==> config.mk <==
export PLATFORM = sky130hd
export DESIGN_NAME = instr_dcd_burst
export DESIGN_NICKNAME = d
export VERILOG_FILES = /design/src/rtl/pwm_pkg.sv /design/src/rtl/instr_dcd_burst.sv
export SDC_FILE = /design/constraint.sdc
export NUM_CORES = 1
export LEC_CHECK = 0
export BUFFER_PORTS_ARGS = -buffer_cell sky130_fd_sc_hd__buf_4
export CAP_MARGIN = 20
export CORE_MARGIN = 5
export CORE_UTILIZATION = 47
export DETAILED_ROUTE_END_ITERATION = 8
export PLACE_DENSITY = 0.73
export SLEW_MARGIN = 20
export SYNTH_ARGS = -nofsm -noshare
export SYNTH_HDL_FRONTEND = slang
export SYNTH_SLANG_ARGS = --single-unit
==> constraint.sdc <==
create_clock -name clk -period 3 [get_ports clk]
set_clock_uncertainty 0.15 [all_clocks]
set_input_delay 0 -clock clk [delete_from_list [all_inputs] [get_ports clk]]
set_output_delay 0 -clock clk [all_outputs]
set_load 0.01 [all_outputs]
==> src/rtl/pwm_pkg.sv <==
// Shared definitions for the SPI instruction decoder: FSM state encoding
// and the bit layout of the frame setup byte.
package pwm_pkg;

    typedef enum logic [2:0] {
        IDLE    = 3'd0,
        WR_DATA = 3'd1,
        RD_WAIT = 3'd2,
        RD_DATA = 3'd3,
        DONE    = 3'd4
    } state_t;

    localparam int RW_BIT    = 7;
    localparam int BURST_BIT = 6;
    localparam int ADDR_LSB  = 0;

endpackage

==> src/rtl/instr_dcd_burst.sv <==
// SPI-side instruction decoder with burst support. The first byte of a frame
// selects direction, auto-increment and start address; every following byte
// is one register access. Read data is prefetched into data_out so it is ready
// before the host shifts out the next byte.
module instr_dcd_burst
    import pwm_pkg::*;
#(
    parameter int ADDR_W    = 6,
    parameter int ADDR_LAST = (1 << ADDR_W) - 1,
    parameter int RD_LAT    = 1,
    parameter int BURST_EN  = 1
) (
    input  logic              clk,
    input  logic              rst_n,
    input  logic              frame_active,
    input  logic              byte_sync,
    input  logic [7:0]        data_in,
    output logic [7:0]        data_out,
    output logic              read,
    output logic              write,
    output logic [ADDR_W-1:0] addr,
    input  logic [7:0]        data_read,
    output logic [7:0]        data_write,
    output logic              overrun
);

    state_t     state;
    state_t     state_next;
    logic       rw;
    logic       burst;
    logic [1:0] lat_cnt;
    logic       lat_done;

    logic       load_setup;
    logic       read_next;
    logic       write_next;
    logic       rd_sample;
    logic       rd_adv;
    logic       set_ovr;

    // The cycle whose data_read must be captured is the RD_LAT-th after the read strobe.
    assign lat_done = (lat_cnt == 2'(RD_LAT));

    // Next-state and per-cycle action decode; a frame end overrides everything.
    always_comb begin
        state_next = state;
        load_setup = 1'b0;
        read_next  = 1'b0;
        write_next = 1'b0;
        rd_sample  = 1'b0;
        rd_adv     = 1'b0;
        set_ovr    = 1'b0;
        if (!frame_active) begin
            state_next = IDLE;
        end else begin
            case (state)
                IDLE: begin
                    if (byte_sync) begin
                        load_setup = 1'b1;
                        if (data_in[RW_BIT]) begin
                            state_next = WR_DATA;
                        end else begin
                            read_next  = 1'b1;
                            state_next = RD_WAIT;
                        end
                    end
                end
                WR_DATA: begin
                    if (byte_sync && rw) begin
                        write_next = 1'b1;
                        if (!burst) state_next = DONE;
                    end
                end
                RD_WAIT: begin
                    // A byte arriving here cannot be served with fresh data; it is dropped.
                    set_ovr = byte_sync;
                    if (lat_done) begin
                        rd_sample  = 1'b1;
                        state_next = RD_DATA;
                    end
                end
                RD_DATA: begin
                    if (byte_sync && !rw) begin
                        if (burst) begin
                            rd_adv     = 1'b1;
                            read_next  = 1'b1;
                            state_next = RD_WAIT;
                        end else begin
                            state_next = DONE;
                        end
                    end
                end
                DONE: begin
                end
                default: state_next = IDLE;
            endcase
        end
    end

    // State register.
    always_ff @(posedge clk or negedge rst_n) begin
        if (!rst_n) state <= IDLE;
        else        state <= state_next;
    end

    // Direction and burst flags captured from the setup byte.
    always_ff @(posedge clk or negedge rst_n) begin
        if (!rst_n) begin
            rw    <= 1'b0;
            burst <= 1'b0;
        end else if (load_setup) begin
            rw    <= data_in[RW_BIT];
            burst <= data_in[BURST_BIT] && (BURST_EN != 0);
        end
    end

    // Read latency counter: restarts with every read strobe, stops once data is due.
    always_ff @(posedge clk or negedge rst_n) begin
        if (!rst_n)                             lat_cnt <= 2'd0;
        else if (read_next)                     lat_cnt <= 2'd0;
        else if (state == RD_WAIT && !lat_done) lat_cnt <= lat_cnt + 2'd1;
    end

    // Registered one-cycle strobes toward the register block.
    always_ff @(posedge clk or negedge rst_n) begin
        if (!rst_n) begin
            read  <= 1'b0;
            write <= 1'b0;
        end else begin
            read  <= read_next;
            write <= write_next;
        end
    end

    // Address load and auto-increment with wrap; burst writes advance after the strobe.
    always_ff @(posedge clk or negedge rst_n) begin
        if (!rst_n) begin
            addr <= '0;
        end else if (load_setup) begin
            addr <= data_in[ADDR_LSB +: ADDR_W];
        end else if (rd_adv || (write && burst && frame_active)) begin
            addr <= (addr == ADDR_W'(ADDR_LAST)) ? '0 : addr + ADDR_W'(1);
        end
    end

    // Data capture: prefetched read data and the byte to be written.
    always_ff @(posedge clk or negedge rst_n) begin
        if (!rst_n) begin
            data_out   <= 8'd0;
            data_write <= 8'd0;
        end else begin
            if (rd_sample)  data_out   <= data_read;
            if (write_next) data_write <= data_in;
        end
    end

    // Sticky overrun flag, cleared by the next accepted setup byte.
    always_ff @(posedge clk or negedge rst_n) begin
        if (!rst_n)          overrun <= 1'b0;
        else if (load_setup) overrun <= 1'b0;
        else if (set_ovr)    overrun <= 1'b1;
    end

endmodule

==> results of run 1 <==
-- logic make-up after synthesis --
| logic type | count (synthesis) |
|---|---|
| AO/OA/AOI/OAI | 23 |
| XOR/XNOR | 2 |
| adder cells (fa/ha/maj) | 2 |
| buffers and inverters | 8 |
| flip-flops | 32 |
| multiplexers | 21 |
| AND/OR/NAND/NOR | 57 |
-- worst reg2reg max path, delay by kind of cell, from the launching register on --
family,cells,cell delay [ns]
flip-flops,1,0.57
multiplexers,1,0.40
AND/OR/NAND/NOR,2,0.86
-- state kept, by name, indices dropped and copies added, names as in the netlist --
register	flops
rw	1
data_out	8
write	1
data_write	8
read	1
burst	1
overrun	1
state	3
addr	6
lat_cnt	2
-- worst paths after layout --
check / start / end / slack [ns] / cells after the start
max in group clk: state[0] / data_out[2] / 0.91 / 3
min in group asynchronous: rst_n / state[0] / 0.46 / 3
hold / removal: data_in[6] / burst / 0.27 / 4
setup reg to reg: state[0] / data_out[2] / 0.91 / 3
hold reg to reg: data_out[1] / data_out[1] / 0.37 / 1
setup / recovery: rst_n / data_out[3] / 0.88 / 4
-- report_power, final --
part | internal [mW] | leakage [nW] | switching [mW]
registers | 0.613 | 0.397 | 0.212
clock network | 0.115 | 0.0315 | 0.150
logic | 0.501 | 0.641 | 0.395
-- per-stage QoR --
stage          utilization [%]  worst slack [ns]  area, um2  instances  power (mW)
4_1_cts                   67.5             0.813       2270        258        1.99
6_report                  67.5             0.879       2270        258        1.99
2_1_floorplan                -              1.28       1650        145        1.33
5_1_grt                   67.5             0.624       2270        258        2.13
3_3_place_gp              59.4              1.04       2000        229        1.66
3_5_place_dp              59.4             0.953       2000        229        1.70
-- metal layers --
metal | track usage, % | up-vias
li1 | - | 665
met1 | 23.7 | 696
met2 | 31.0 | 51
met3 | 4.93 | 10
met4 | 7.16 | 0
met5 | 0 | -
-- synth_stat cells (2+ instances only) --
master / count / area, um2
a211o_1: 2 / 17.5
a211oi_1: 3 / 22.5
a21oi_1: 5 / 25.0
and3_1: 3 / 18.8
buf_2: 2 / 10.0
dfrtp_1: 32 / 801
ha_1: 2 / 25.0
inv_1: 2 / 7.51
mux2_2: 9 / 101
mux2_4: 8 / 120
mux2i_1: 4 / 40.0
nand2_1: 16 / 60.1
nand2b_1: 3 / 18.8
nand3_1: 5 / 25.0
nand4_1: 2 / 12.5
nand4b_1: 2 / 17.5
nor2_1: 11 / 41.3
nor2b_1: 2 / 12.5
nor4b_1: 2 / 17.5
o21ai_0: 4 / 20.0
xnor2_1: 2 / 17.5
-- timing repair --
action / 4_1_cts / 5_1_grt
hold endpoints to repair: 63 / 0
hold buffers: 21 / 0
resized for setup: 0 / 0
-- area by class of cell --
class	count	area share (%)
multi-input combinational	105	35.3
clock buffer	7	2.42
tap	46	2.53
timing repair buffer	65	23.8
inverter	2	0.331
clock inverter	1	0.331
sequential	32	35.3
==> results.txt, run 1 <==
Final HPWL DP: 2.92 mm
number of port buffers: 44
Post-Synth Adder-Cell Area: 1.52%
CP peak stage delay: 1.04 ns
register area share after synthesis: 48.6%
antenna cell count: 0
fin crit share: 70.7%
crit path cell chain: dlygate4sd3_1 -> dlygate4sd3_1 -> buf_4 -> dlygate4sd3_1
PD cells: 874 nW/um2
Cell variety after synth: 45
multi-input logic area: 802 um2
core area: 3360 um2
TritonCTS clock tree: done
CP startpoint kind: input pin
Post-route DRC: 0
worst path bufs/invs: 4
Worst path most repeated cell: dlygate4sd3_1
crit-path max FO: 19
Cells after Synth: 145
largest family of logic cells by synthesized area: simple AND/OR/NAND/NOR gates
XOR/XNOR share of the synthesized area: 1.06%
GRT Total Usage: 18.9%
clk root buf: clkbuf_4
status: finished clean
M1 wire length: 1.84 mm
I/O pin cnt: 45
FILL cells: 280
initial core utilization: 49.0%
EDFF count, synth: 0
Net Count, Synth: 167
antenna-violating nets left: 0
DRT Pass-1 Iters: 4
Longest Clk Path Bufs: 2
Reg clk slew, reported paths: 0.10 ns
register area: 801 um2
Cell Rows: 21
setup TNS: 0 ns
layout cells sized above 1: 34.4%
WS Path Type: in -> async
Main synth FF type: dfrtp_1
met2 WL: 2.08 mm
arrival time worst endpoint: 2.37 ns
YS warnings: 0
synthesized area: 1650 um2
Post-Synth Simple-Gate Area: 20.7%
most common cell after layout, fill and taps aside: buf_4
final worst path period need: 2.12 ns
drt initial violations: 97
die width: 69.2 um
commonest cells after routing, fill and taps aside: 44 x buf_4, 32 x dfrtp_1, 21 x dlygate4sd3_1
Vias: 1422
worst hold slack: 0.271 ns
peak supply drop: 542 uV
Num CTS Buffers: 5
wire length per cell: 16.3 um
final setup vio count: 0
die height: 69.2 um
DR vias/cell: 5.51
worst path required time: 3.25 ns
CP max-delay cell: dlygate4sd3_1
static leakage: 1.07 nW
Final Hold Vio Count: 0
gpl congestion: 0.903
Synth Area per Inst: 11.4 um2
final net count: 233
highest routed layer: met4
H-tree Lvls: 2
GRT overflow: 0
register bit total from synthesis: 32
Slew Limit Fails: 0
die area: 4790 um2
achievable clock frequency: 0.471 GHz
DR WL met3: 209 um
post-CTS setup buffers: 0
Area Growth Syn to Fin: 37.8%
first-pass GRT wire length: 7.36 mm
Max Cap Violations: 0
CP top delay family: buffers and inverters
unrepaired setup endpoints after global routing: false
vias in the first global route: 1480
Worst-Margin Slew: 0.694 ns
total wire length: 4.21 mm
fraction of registers with async set/reset: 100%
pin count of the biggest net entering global routing: 20
clk sinks: 32
Worst Setup End Kind: async pin
Worst Hold Class: in -> reg
post-synthesis mux area share: 15.9%
Synth Area in Compound Gates: 9.57%
slew margin rel.: 53.6%
initial antenna violation count: 0
Clock Latency Late Sink: 0.33 ns
(Power assumes the default switching activity.)
==> inputs of run 2 (changes only) <==
Settings changed: ABC_AREA set to 1, PLACE_DENSITY 0.73 to 0.76.
Clock period 3 ns to 1.8 ns, I/O delays scaled along.
==> run 2 against run 1 <==
Compared with the run above: largest power group unchanged; critical path depth increased by 4; sequential power increased by 55%; sequential cell count stayed put; critical endpoint is now addr[5]; highest routed layer unchanged; total power is 62% higher; routed wire length is 10% lower.
==> results.txt, run 2 <==
synthesized area: 1660 um2 (+0.68%)
register area share after synthesis: 48.3% (-0.33 points)
CP startpoint kind: flop
GRT Total Usage: 17.0% (-1.9 points)
peak supply drop: 702 uV (+30%)
Final Hold Vio Count: 0 (unchanged)
r2r setup slk: 0.23 ns (-0.68 ns)
initial antenna violation count: 0 (unchanged)
Worst Setup End Kind: flop
die area: 4820 um2 (+0.59%)
TritonCTS clock tree: done
Cell variety after synth: 24 (-47%)
wire length per cell: 11.8 um (-28%)
fraction of registers with async set/reset: 100% (unchanged)
clk root buf: clkbuf_4
core area: 3390 um2 (+0.78%)
worst hold slack: 0.280 ns (+0.00902 ns)
Final HPWL DP: 2.67 mm (-8.3%)
Clock Latency Late Sink: 0.34 ns (about the same)
final setup vio count: 0 (unchanged)
worst path required time: 1.89 ns (-1.36 ns)
antenna-violating nets left: 0 (unchanged)
status: finished clean
WS Path Type: reg -> reg
PD cells: 1410 nW/um2 (+62%)
antenna cell count: 0 (unchanged)
commonest cells after routing, fill and taps aside: 82 x nand2_1, 45 x buf_4, 32 x dfrtp_1
FILL cells: 285 (+1.8%)
biggest registers after layout: data_out (8), data_write (8), addr (6)
Worst Hold Path EP: data_write[2]
static leakage: 1.25 nW (+17%)
vias in the first global route: 1427 (-3.6%)
top-count cell post-synth: nand2_1
Cells after Synth: 207 (+43%)
share of the synthesized area in the top cell type: 48.3% (-0.33 points)
reg2reg start: state[2]
Num CTS Buffers: 5 (unchanged)
DRT Pass-1 Iters: 4 (unchanged)
Main synth FF type: dfrtp_1
arrival time worst endpoint: 1.66 ns (-0.71 ns)
Area Growth Syn to Fin: 37.2%
register bit total from synthesis: 32 (unchanged)
post-synth top area cell: dfrtp_1
Longest Clk Path Bufs: 2 (unchanged)
YS warnings: 0 (unchanged)
worst path bufs/invs: 0 (-4)
Cell Rows: 21 (unchanged)
post-CTS setup buffers: 0 (unchanged)
slew margin rel.: 73.4% (+20 points)
final net count: 297 (+27%)
Worst Hold Class: in -> reg
Register-to-Register Path Depth: 8 (+5)
setup TNS: 0 ns (unchanged)
Max Cap Violations: 0 (unchanged)
crit path cell chain: nor2_4 -> nand2_4 -> nor2_4 -> nor2_2 -> nand2_1 -> nand2_1 -> nand2_1 -> nand2_1
die height: 69.4 um (+0.30%)
CP max-delay cell: dfrtp_1
Slew Limit Fails: 0 (unchanged)
CP peak stage delay: 0.46 ns (-0.58 ns)
Worst-Margin Slew: 0.399 ns (-0.295 ns)
layout cells sized above 1: 23.2% (-11 points)
DR vias/cell: 4.65 (-16%)
unrepaired setup endpoints after global routing: false
CP top delay family: simple AND/OR/NAND/NOR gates
EDFF count, synth: 0 (unchanged)
number of port buffers: 44 (unchanged)
I/O pin cnt: 45 (unchanged)
drt initial violations: 88 (-9.3%)
gpl congestion: 0.836 (-7.4%)
Reg clk slew, reported paths: 0.10 ns (about the same)
total wire length: 3.78 mm (-10%)
H-tree Lvls: 2 (unchanged)
Worst Hold Depth: 4 (unchanged)
Post-route DRC: 0 (unchanged)
fin crit share: 87.4%
largest cells by area after synthesis: dfrtp_1 48%, nand2_1 19%, inv_1 6.1%
GRT overflow: 0 (unchanged)
die width: 69.4 um (+0.30%)
most common cell after layout, fill and taps aside: nand2_1
clk sinks: 32 (unchanged)
top cells by count, synth: 82 x nand2_1, 32 x dfrtp_1, 27 x inv_1
Final Power: 3.22 mW (+62%)
Synth Area per Inst: 8.01 um2 (-29%)
min-delay src: data_in[2]
final worst path period need: 1.57 ns
Critical R2R Capture: addr[5]
initial core utilization: 48.9% (about the same)
first-pass GRT wire length: 6.64 mm (-9.8%)
pin count of the biggest net entering global routing: 33 (+65%)
Worst path most repeated cell: nand2_1
crit-path max FO: 8 (-11)
Net Count, Synth: 229 (+37%)
Vias: 1497 (+5.3%)
achievable clock frequency: 0.636 GHz
-- run 2: cell count changes after synthesis, moves of 4 or more --
cell,before,now
mux2i_1,4,0
inv_1,2,27
nand3_1,5,13
o21ai_0,4,15
nand2_1,16,82
mux2_2,9,0
mux2_4,8,0
-- run 2: power by group --
group	leakage, nW	internal [mW]	switching [mW]	total, mW
logic	0.804	0.694	0.811	1.50
registers	0.417	1.01	0.271	1.28
clock network	0.0326	0.193	0.239	0.431
total	1.25	1.90	1.32	3.22
-- run 2: area by class of cell --
| class | instances | area, um2 | share of cell area, % |
|---|---|---|---|
| Inverter | 28 | 105 | 4.62 |
| Tap cell | 46 | 57.6 | 2.53 |
| Multi-Input combinational cell | 143 | 716 | 31.4 |
| Clock buffer | 8 | 58.8 | 2.58 |
| Sequential cell | 32 | 801 | 35.2 |
| Timing Repair Buffer | 65 | 538 | 23.6 |
-- run 2: worst max path at each step --
stage	startpoint	end	slack (ns)	cells after the start
floorplan	state[2]	addr[3]	0.40	8
global placement	state[2]	addr[5]	0.27	8
detailed placement	state[2]	addr[5]	0.24	8
CTS	state[2]	addr[5]	0.22	8
global route	lat_cnt[1]	state[1]	0.11	7
finish	state[2]	addr[5]	0.23	8
-- run 2: logic make-up after synthesis --
group | Yosys count | synth area share, %
AND/OR/NAND/NOR | 117 | 32.9
buffers and inverters | 32 | 8.60
flip-flops | 32 | 48.3
AO/OA/AOI/OAI | 21 | 7.16
XOR/XNOR | 3 | 1.58
adder cells (fa/ha/maj) | 2 | 1.51
-- run 2: metal layers --
metal | vias to the layer above | track usage [%] | part of all wire, % | wire [um]
met5 | - | 0 | 0 | 0
met4 | 0 | 6.94 | 2.2 | 82
met3 | 10 | 4.64 | 4.7 | 177
met2 | 29 | 27.3 | 48 | 1810
met1 | 674 | 21.4 | 45 | 1710
li1 | 784 | - | - | -
-- run 2: repair_timing --
action	CTS	global route
hold buffers	20	0
resized for setup	0	0
hold endpoints to repair	63	0
-- run 2: through the flow --
step | instances | cell area, um2 | setup WS (ns) | util [%]
final | 322 | 2280 | 0.227 | 67.1
after global routing | 322 | 2280 | 0.111 | 67.1
after CTS | 322 | 2280 | 0.222 | 67.1
after detailed placement | 294 | 2020 | 0.244 | 59.5
after global placement | 294 | 2020 | 0.272 | 59.5
after floorplan | 207 | 1660 | 0.405 | -
-- run 2: worst register-to-register path, stage by stage, from the launching register on --
cell,delay (ns)
dfrtp_1,0.46
nor2_4,0.29
nand2_4,0.10
nor2_4,0.19
nor2_2,0.07
nand2_1,0.07
nand2_1,0.05
nand2_1,0.07
nand2_1,0.05
==> inputs of run 3 (changes only) <==
Settings changed: CTS_BUF_LIST set to sky130_fd_sc_hd__clkbuf_16.
==> run 3 against run 2 <==
Compared with the run above: core utilization grew 2.0 points; non-clock buffer count shrank 1; total power grew 10%; final cell count shrank 0.31%; via count shrank 0.60%; register-to-register slack is essentially flat; first-iteration DRC count shrank 9.1%; die area is the same; fmax grew 0.55%; hold slack lost 0.21 ns.
==> results.txt, run 3 (synthesized netlist as in run 2, its figures left out) <==
status: finished clean
final worst path period need: 1.56 ns (-0.00856 ns)
area post-placement: 2020 um2 (unchanged)
static leakage: 1.29 nW (+3.0%)
drt initial violations: 80 (-9.1%)
Cell Rows: 21 (unchanged)
Final Cell Area: 2340 um2 (+3.0%)
CP max-delay cell: dfrtp_1
grt met1 use: 21.4% (unchanged)
Num CTS Buffers: 5 (unchanged)
PD cells: 1520 nW/um2 (+7.2%)
slew margin rel.: 73.2% (-0.24 points)
Clock Latency Late Sink: 0.27 ns (-0.07 ns)
setup TNS: 0 ns (unchanged)
DRT Pass-1 Iters: 4 (unchanged)
final core utilization: 69.1% (+2.0 points)
Post-route DRC: 0 (unchanged)
worst path required time: 1.81 ns (-0.08 ns)
Worst-Margin Slew: 0.402 ns (+0.00363 ns)
pin count of the biggest net entering global routing: 33 (unchanged)
antenna cell count: 0 (unchanged)
Worst path most repeated cell: nand2_1
core area: 3390 um2 (unchanged)
met3 Usage GRT: 4.20% (-0.43 points)
worst path bufs/invs: 0 (unchanged)
gpl congestion: 0.836 (unchanged)
arrival time worst endpoint: 1.57 ns (-0.09 ns)
global routing's busiest layer: met2
die width: 69.4 um (unchanged)
peak supply drop: 1010 uV (+44%)
Vias: 1488 (-0.60%)
final setup vio count: 0 (unchanged)
CP Depth: 8 (unchanged)
FILL cells: 276 (-3.2%)
layout cells sized above 1: 22.9% (-0.28 points)
initial antenna violation count: 0 (unchanged)
crit-path max FO: 8 (unchanged)
Longest Clk Path Bufs: 2 (unchanged)
vias in the first global route: 1470 (+3.0%)
crit path cell chain: nor2_4 -> nand2_4 -> nor2_4 -> nor2_2 -> nand2_1 -> nand2_1 -> nand2_1 -> nand2_1
I/O pin cnt: 45 (unchanged)
achievable clock frequency: 0.639 GHz (+0.55%)
Worst Setup End Kind: flop
most common cell after layout, fill and taps aside: nand2_1
CP top delay family: simple AND/OR/NAND/NOR gates
post-CTS setup buffers: 0 (unchanged)
DR vias/cell: 4.64 (-0.29%)
total wire length: 3.79 mm (+0.21%)
clk sinks: 32 (unchanged)
die area: 4820 um2 (unchanged)
TritonCTS clock tree: done
GRT Total Usage: 17.0% (+0.061 points)
commonest cells after routing, fill and taps aside: 82 x nand2_1, 45 x buf_4, 32 x dfrtp_1
M2 GR Usage: 28.2% (+0.85 points)
antenna-violating nets left: 0 (unchanged)
initial core utilization: 48.9% (unchanged)
Reg clk slew, reported paths: 0.05 ns (-0.05 ns)
Post-Layout Cell Count: 321 (-0.31%)
die height: 69.4 um (unchanged)
Final Hold Vio Count: 0 (unchanged)
Worst Hold Class: in -> async
wire length per cell: 11.8 um (+0.52%)
WS Path Type: reg -> reg
final net count: 296 (-0.34%)
Register-to-Register Path Depth: 8 (unchanged)
clk root buf: clkbuf_16
Max Cap Violations: 0 (unchanged)
Slew Limit Fails: 0 (unchanged)
Final Power: 3.55 mW (+10%)
GRT overflow: 0 (unchanged)
biggest registers after layout: data_out (8), data_write (8), addr (6)
first-pass GRT wire length: 6.75 mm (+1.6%)
H-tree Lvls: 2 (unchanged)
Final HPWL DP: 2.67 mm (unchanged)
number of port buffers: 44 (unchanged)
CP startpoint kind: flop
fin crit share: 86.9% (-0.48 points)
unrepaired setup endpoints after global routing: false
Area Growth Syn to Fin: 41.3%
CP peak stage delay: 0.43 ns (-0.03 ns)
DP Cell Count: 294 (unchanged)
[run 3: changes by cell type in the layout (fill, tap and decap cells not counted), sizes merged]
cell	before	now
inv	28	30
clkinv	0	1
dlygate4sd3	20	19
clkbuf	8	5
[run 3: worst paths after layout]
check / slack, ns / startpoint / to
max reg2reg: 0.24 / state[2] / addr[5]
max: 0.24 / state[2] / addr[5]
min in group clk: 0.33 / data_write[0] / data_write[0]
max in group asynchronous: 1.14 / rst_n / state[1]
min reg2reg: 0.33 / data_write[0] / data_write[0]
min: 0.07 / rst_n / data_out[3]
[run 3: routing by layer]
layer | vias up | wire length [um]
met3 | 6 | 103
met5 | - | 0
li1 | 782 | -
met2 | 22 | 1880
met1 | 678 | 1750
met4 | 0 | 57
[run 3: through the flow]
| stage | hold slack, ns | setup WS (ns) |
|---|---|---|
| final | 0.0661 | 0.235 |
| after CTS | 0.0708 | 0.232 |
| after global routing | 0.115 | 0.132 |
| after global placement | -0.197 | 0.272 |
| after detailed placement | -0.192 | 0.244 |
| after floorplan | -0.446 | 0.405 |
[run 3: timing repair]
| item | 4_1_cts | 5_1_grt |
|---|---|---|
| hold endpoints to repair | 61 | 0 |
| gates resized for setup | 0 | 0 |
| setup endpoints to repair | 0 | 0 |
| hold buffers | 19 | 0 |
[run 3: layout make-up]
cell class	instances	area (um2)	area share, %
Timing Repair Buffer	64	528	22.5
Tap cell	46	57.6	2.46
Clock inverter	3	11.3	0.481
Sequential cell	32	801	34.2
Multi-Input combinational cell	143	716	30.5
Clock buffer	5	125	5.34
Inverter	28	105	4.48
[run 3: power breakdown]
| group | internal (mW) | leakage (nW) | switching, mW |
|---|---|---|---|
| logic | 0.692 | 0.800 | 0.816 |
| clock network | 0.495 | 0.0738 | 0.260 |
| registers | 1.02 | 0.417 | 0.273 |
